===== config.mk =====
export PLATFORM = sky130hd
export DESIGN_NAME = shift_arbiter
export DESIGN_NICKNAME = d
export VERILOG_FILES = /design/src/rtl/shift_arbiter.sv
export SDC_FILE = /design/constraint.sdc
export NUM_CORES = 1
export LEC_CHECK = 0
export ABC_AREA = 1
export CAP_MARGIN = 40
export CORE_ASPECT_RATIO = 1.2
export CORE_MARGIN = 2
export CORE_UTILIZATION = 46
export CTS_CLUSTER_DIAMETER = 30
export DETAILED_ROUTE_END_ITERATION = 10
export GPL_TIMING_DRIVEN = 0
export HOLD_SLACK_MARGIN = 0.05
export PLACE_DENSITY = 0.78
export SLEW_MARGIN = 10
export SYNTH_ARGS = -nofsm -noshare
export SYNTH_HDL_FRONTEND = slang
export SYNTH_SLANG_ARGS = --single-unit

===== constraint.sdc =====
create_clock -name clk -period 1.2 [get_ports clk]
set_input_delay 0.24 -clock clk [delete_from_list [all_inputs] [get_ports clk]]
set_output_delay 0.24 -clock clk [all_outputs]
set_load 0.01 [all_outputs]

===== src/rtl/shift_arbiter.sv =====
// Two-requester round-robin arbiter feeding a signed divide-by-2^n unit (arithmetic right shift).
// Optional build macro SHIFT_ROUND_EN rounds negative results toward zero instead of toward minus infinity.
module shift_arbiter (
    input  logic       clk,
    input  logic       rst,
    input  logic       req0_valid,
    input  logic [7:0] req0_data,
    input  logic [2:0] req0_shift,
    output logic       req0_ready,
    input  logic       req1_valid,
    input  logic [7:0] req1_data,
    input  logic [2:0] req1_shift,
    output logic       req1_ready,
    output logic       res_valid,
    output logic [7:0] res_data,
    output logic       res_id,
    input  logic       res_ready,
    output logic       busy
);
    typedef enum logic [1:0] {
        IDLE = 2'd0,
        EXEC = 2'd1,
        DONE = 2'd2
    } state_t;

    state_t     r_state;
    logic [7:0] r_op_data;
    logic [2:0] r_op_shift;
    logic       r_op_id;
    logic       r_last_grant;
    logic [7:0] r_res_data;
    logic       r_res_id;
    logic       r_res_valid;
    logic       r_busy;

    logic       w_grant_id;
    logic       w_accept;
    logic [7:0] w_shifted;
    logic [7:0] w_result;

    // Round-robin choice: on a tie the requester not granted last wins.
    always_comb begin
        w_grant_id = 1'b0;
        if (req0_valid && req1_valid) begin
            w_grant_id = ~r_last_grant;
        end else if (req1_valid) begin
            w_grant_id = 1'b1;
        end else begin
            w_grant_id = 1'b0;
        end
    end

    assign req0_ready = !rst && (r_state == IDLE) && req0_valid && !w_grant_id;
    assign req1_ready = !rst && (r_state == IDLE) && req1_valid &&  w_grant_id;
    assign w_accept   = req0_ready | req1_ready;

    assign w_shifted = $signed(r_op_data) >>> r_op_shift;

`ifdef SHIFT_ROUND_EN
    logic [7:0] w_lost_mask;
    assign w_lost_mask = ~(8'hFF << r_op_shift);
    // A negative value that lost nonzero bits was floored; bump it back toward zero.
    assign w_result = (r_op_data[7] && (|(r_op_data & w_lost_mask))) ? (w_shifted + 8'd1) : w_shifted;
`else
    assign w_result = w_shifted;
`endif

    // Control FSM with operand capture and registered result/status outputs.
    always_ff @(posedge clk) begin
        if (rst) begin
            r_state      <= IDLE;
            r_op_data    <= 8'h00;
            r_op_shift   <= 3'd0;
            r_op_id      <= 1'b0;
            r_last_grant <= 1'b1;
            r_res_data   <= 8'h00;
            r_res_id     <= 1'b0;
            r_res_valid  <= 1'b0;
            r_busy       <= 1'b0;
        end else begin
            case (r_state)
                IDLE: begin
                    if (w_accept) begin
                        r_op_data    <= w_grant_id ? req1_data  : req0_data;
                        r_op_shift   <= w_grant_id ? req1_shift : req0_shift;
                        r_op_id      <= w_grant_id;
                        r_last_grant <= w_grant_id;
                        r_busy       <= 1'b1;
                        r_state      <= EXEC;
                    end
                end
                EXEC: begin
                    r_res_data  <= w_result;
                    r_res_id    <= r_op_id;
                    r_res_valid <= 1'b1;
                    r_state     <= DONE;
                end
                DONE: begin
                    if (res_ready) begin
                        r_res_valid <= 1'b0;
                        r_busy      <= 1'b0;
                        r_state     <= IDLE;
                    end
                end
                default: begin
                    r_res_valid <= 1'b0;
                    r_busy      <= 1'b0;
                    r_state     <= IDLE;
                end
            endcase
        end
    end

    assign res_valid = r_res_valid;
    assign res_data  = r_res_data;
    assign res_id    = r_res_id;
    assign busy      = r_busy;
endmodule


==> metrics.yaml <==
logic_synthesis:
  synth_most_common_cell: "nand2_1"
  syn_nets: 249
  ys.warnings.count: 0
  netlist-cell-type-count: 19
  synth.area.top_cells: "dfxtp_1 39%, nand2_1 26%, nor2_1 10%, nand3_1 6.3%, inv_1 5.3%"
  yosys-top-cells-count: "94 x nand2_1, 36 x nor2_1, 26 x dfxtp_1"
  async_flop_share: 0
  synth_cells: 222
  synth.ff_latch_count: 26
  yosys.area.top_type: "dfxtp_1"
  yosys_most_used_dff: "dfxtp_1"
  synth_top_area_share: 0.385
  synth_area_um2: 1350
  syn_area_per_cell_um2: 6.09
  yosysSeqAreaShare: 0.385
  synth_edf_count: 0
clock_tree:
  cts_tree: "yes"
  clkTransAtPathRegs_ps: 150
  clk_latency_ps: 340
  numCtsBuffers: 3
  h-tree-depth: 1
  cts_sinks: 26
  root_buffer: "clkbuf_4"
  ctsHoldBuffers: 0
  clockBufferDepth: 2
routing:
  drt_iter0_markers: 32
  first_pass_iters: 5
  viasPerCell: 4.82
  drcViolationCount: 0
  drtAntennaViolNets: 0
  wire_per_inst_um: 11.9
  dr_total_vias: 1504
  wirelength_um: 3710
critical_path:
  arrival_ps: 1230
  worstSetupPathType: "flop to output port"
  end_kind: "output port"
  cp_max_fo: 4
  start_kind: "flop"
  required_ps: 960
timing:
  rsz0062_at_grt: "yes"
  layout_setup_ws_ps: -275
  fin_skew_ps: 8.59
  tightest_slew_ps: 444
  hold_viol_final: 0
  fin_crit_ps: 1470
  max_freq_mhz: 678
  period_share: 1.23
  setup_viol: 15
  slew_headroom: 0.704
  fin_hold_ws_ps: 340
  drv_slew: 0
finish:
  synthToLayoutAreaGrowth_pct: 58.1
  final_area_um2: 2140
  nFillCells: 231
  antenna_cells: 0
  nets: 306
  drive_above_1_share: 0.277
floorplan:
  initial_core_util: 0.485
  die-width_um: 53.5
  num_io_pins: 40
  rows: 21
  die_h_um: 63.4
  die-area_um2: 3390
  coreArea_um2: 2790
grt:
  track_usage: 0.216
  grt_antenna_before_repair: 0
  first_global_vias: 1335
  grt_pass1_wl_um: 5560
  overflow: 0
  grt_max_degree: 16
run_status:
  status: "finished, violations left"
  violations: "setup timing"
placed_design:
  post-dp-hpwl_um: 2300
  place_ws_ps: -935
  place.gp.congestion: 0.874
  dpl_cell_area_um2: 1780
  port_buffers: 39
hold_path:
  worst_hold_path_type: "input pin to flop"
power_and_ir_drop:
  ir_worst_vdd_mv: 0.818
  power_density_nw_per_um2: 1200
  p_leak_nw: 1.04
  p_total_mw: 2.57
job:
  drv_cap: 0
==> critical path, cell delays in order (launching register included) <==
cell,delay (ps)
dfxtp_2,380
nand2_4,60
nand2_4,100
clkinvlp_4,110
nor2_1,110
buf_2,140
==> per-stage QoR <==
step	util	setup TNS (ps)	std cells
floorplan	-	0	222
global placement	0.641	-10820	295
detailed placement	0.641	-10680	295
CTS	0.681	-1220	303
global route	0.767	-2870	312
finish	0.767	-1680	312
==> cells in the final DEF (no fill, tap or decap), drive strengths merged <==
cell type	n
a211oi	1
a21oi	8
buf	19
bufinv	1
clkbuf	10
clkdlybuf4s15	7
clkdlybuf4s50	23
clkinv	1
clkinvlp	1
dfxtp	26
dlygate4sd2	3
inv	19
nand2	96
nand3	19
nor2	37
o211a	1
o21ai	6
==> timing repair <==
item | 4_1_cts | 5_1_grt
pin swaps | 2 | 4
setup buffers | 6 | 7
setup endpoints to repair | 36 | 34
cloned | 0 | 3
gates resized for setup | 39 | 68
==> worst paths after layout <==
path,startpoint,cells after the start,slack (ps),to
worst max-delay path,r_last_grant,5,-270,req0_ready
worst min-delay path,rst,2,340,res_data[1]
worst max register to register,r_state[1],9,-130,r_op_data[5]
worst min register to register,busy,2,490,busy
==> cell type report <==
class,count,area [um^2],share of cell area
Multi-Input combinational cell,168,848,0.397
Sequential cell,26,534,0.250
Timing Repair Buffer,53,513,0.240
Inverter,20,86.3,0.0404
Buffer,6,53.8,0.0252
Tap cell,34,42.5,0.0199
Clock inverter,1,30.0,0.0141
Clock buffer,3,22.5,0.0105
Timing Repair inverter,1,5.00,0.00234
==> registers in the layout, summed over array words and instances (netlist names) <==
register      flops
busy              1
r_last_grant      1
r_op_data         8
r_op_id           1
r_op_shift        3
r_state           2
res_data          8
res_id            1
res_valid         1
==> metal layers <==
| layer | GRT usage | part of all wire | up-vias |
|---|---|---|---|
| met2 | 0.389 | 0.51 | 42 |
| met4 | 0.0737 | 0.028 | 0 |
| li1 | - | - | 791 |
| met3 | 0.0166 | 0.032 | 8 |
| met1 | 0.259 | 0.43 | 663 |
| met5 | 0 | 0 | - |
==> logic make-up after synthesis <==
family / Yosys count / share of synthesized area
flops: 26 / 0.385
buf+inv: 28 / 0.0935
simple gates: 152 / 0.456
compound gates: 16 / 0.0648
==> report_power, final <==
part | switching, mW | internal, mW
logic | 0.476 | 0.423
clock network | 0.281 | 0.338
registers | 0.0794 | 0.976
total | 0.836 | 1.74
(Power assumes the default switching activity.)
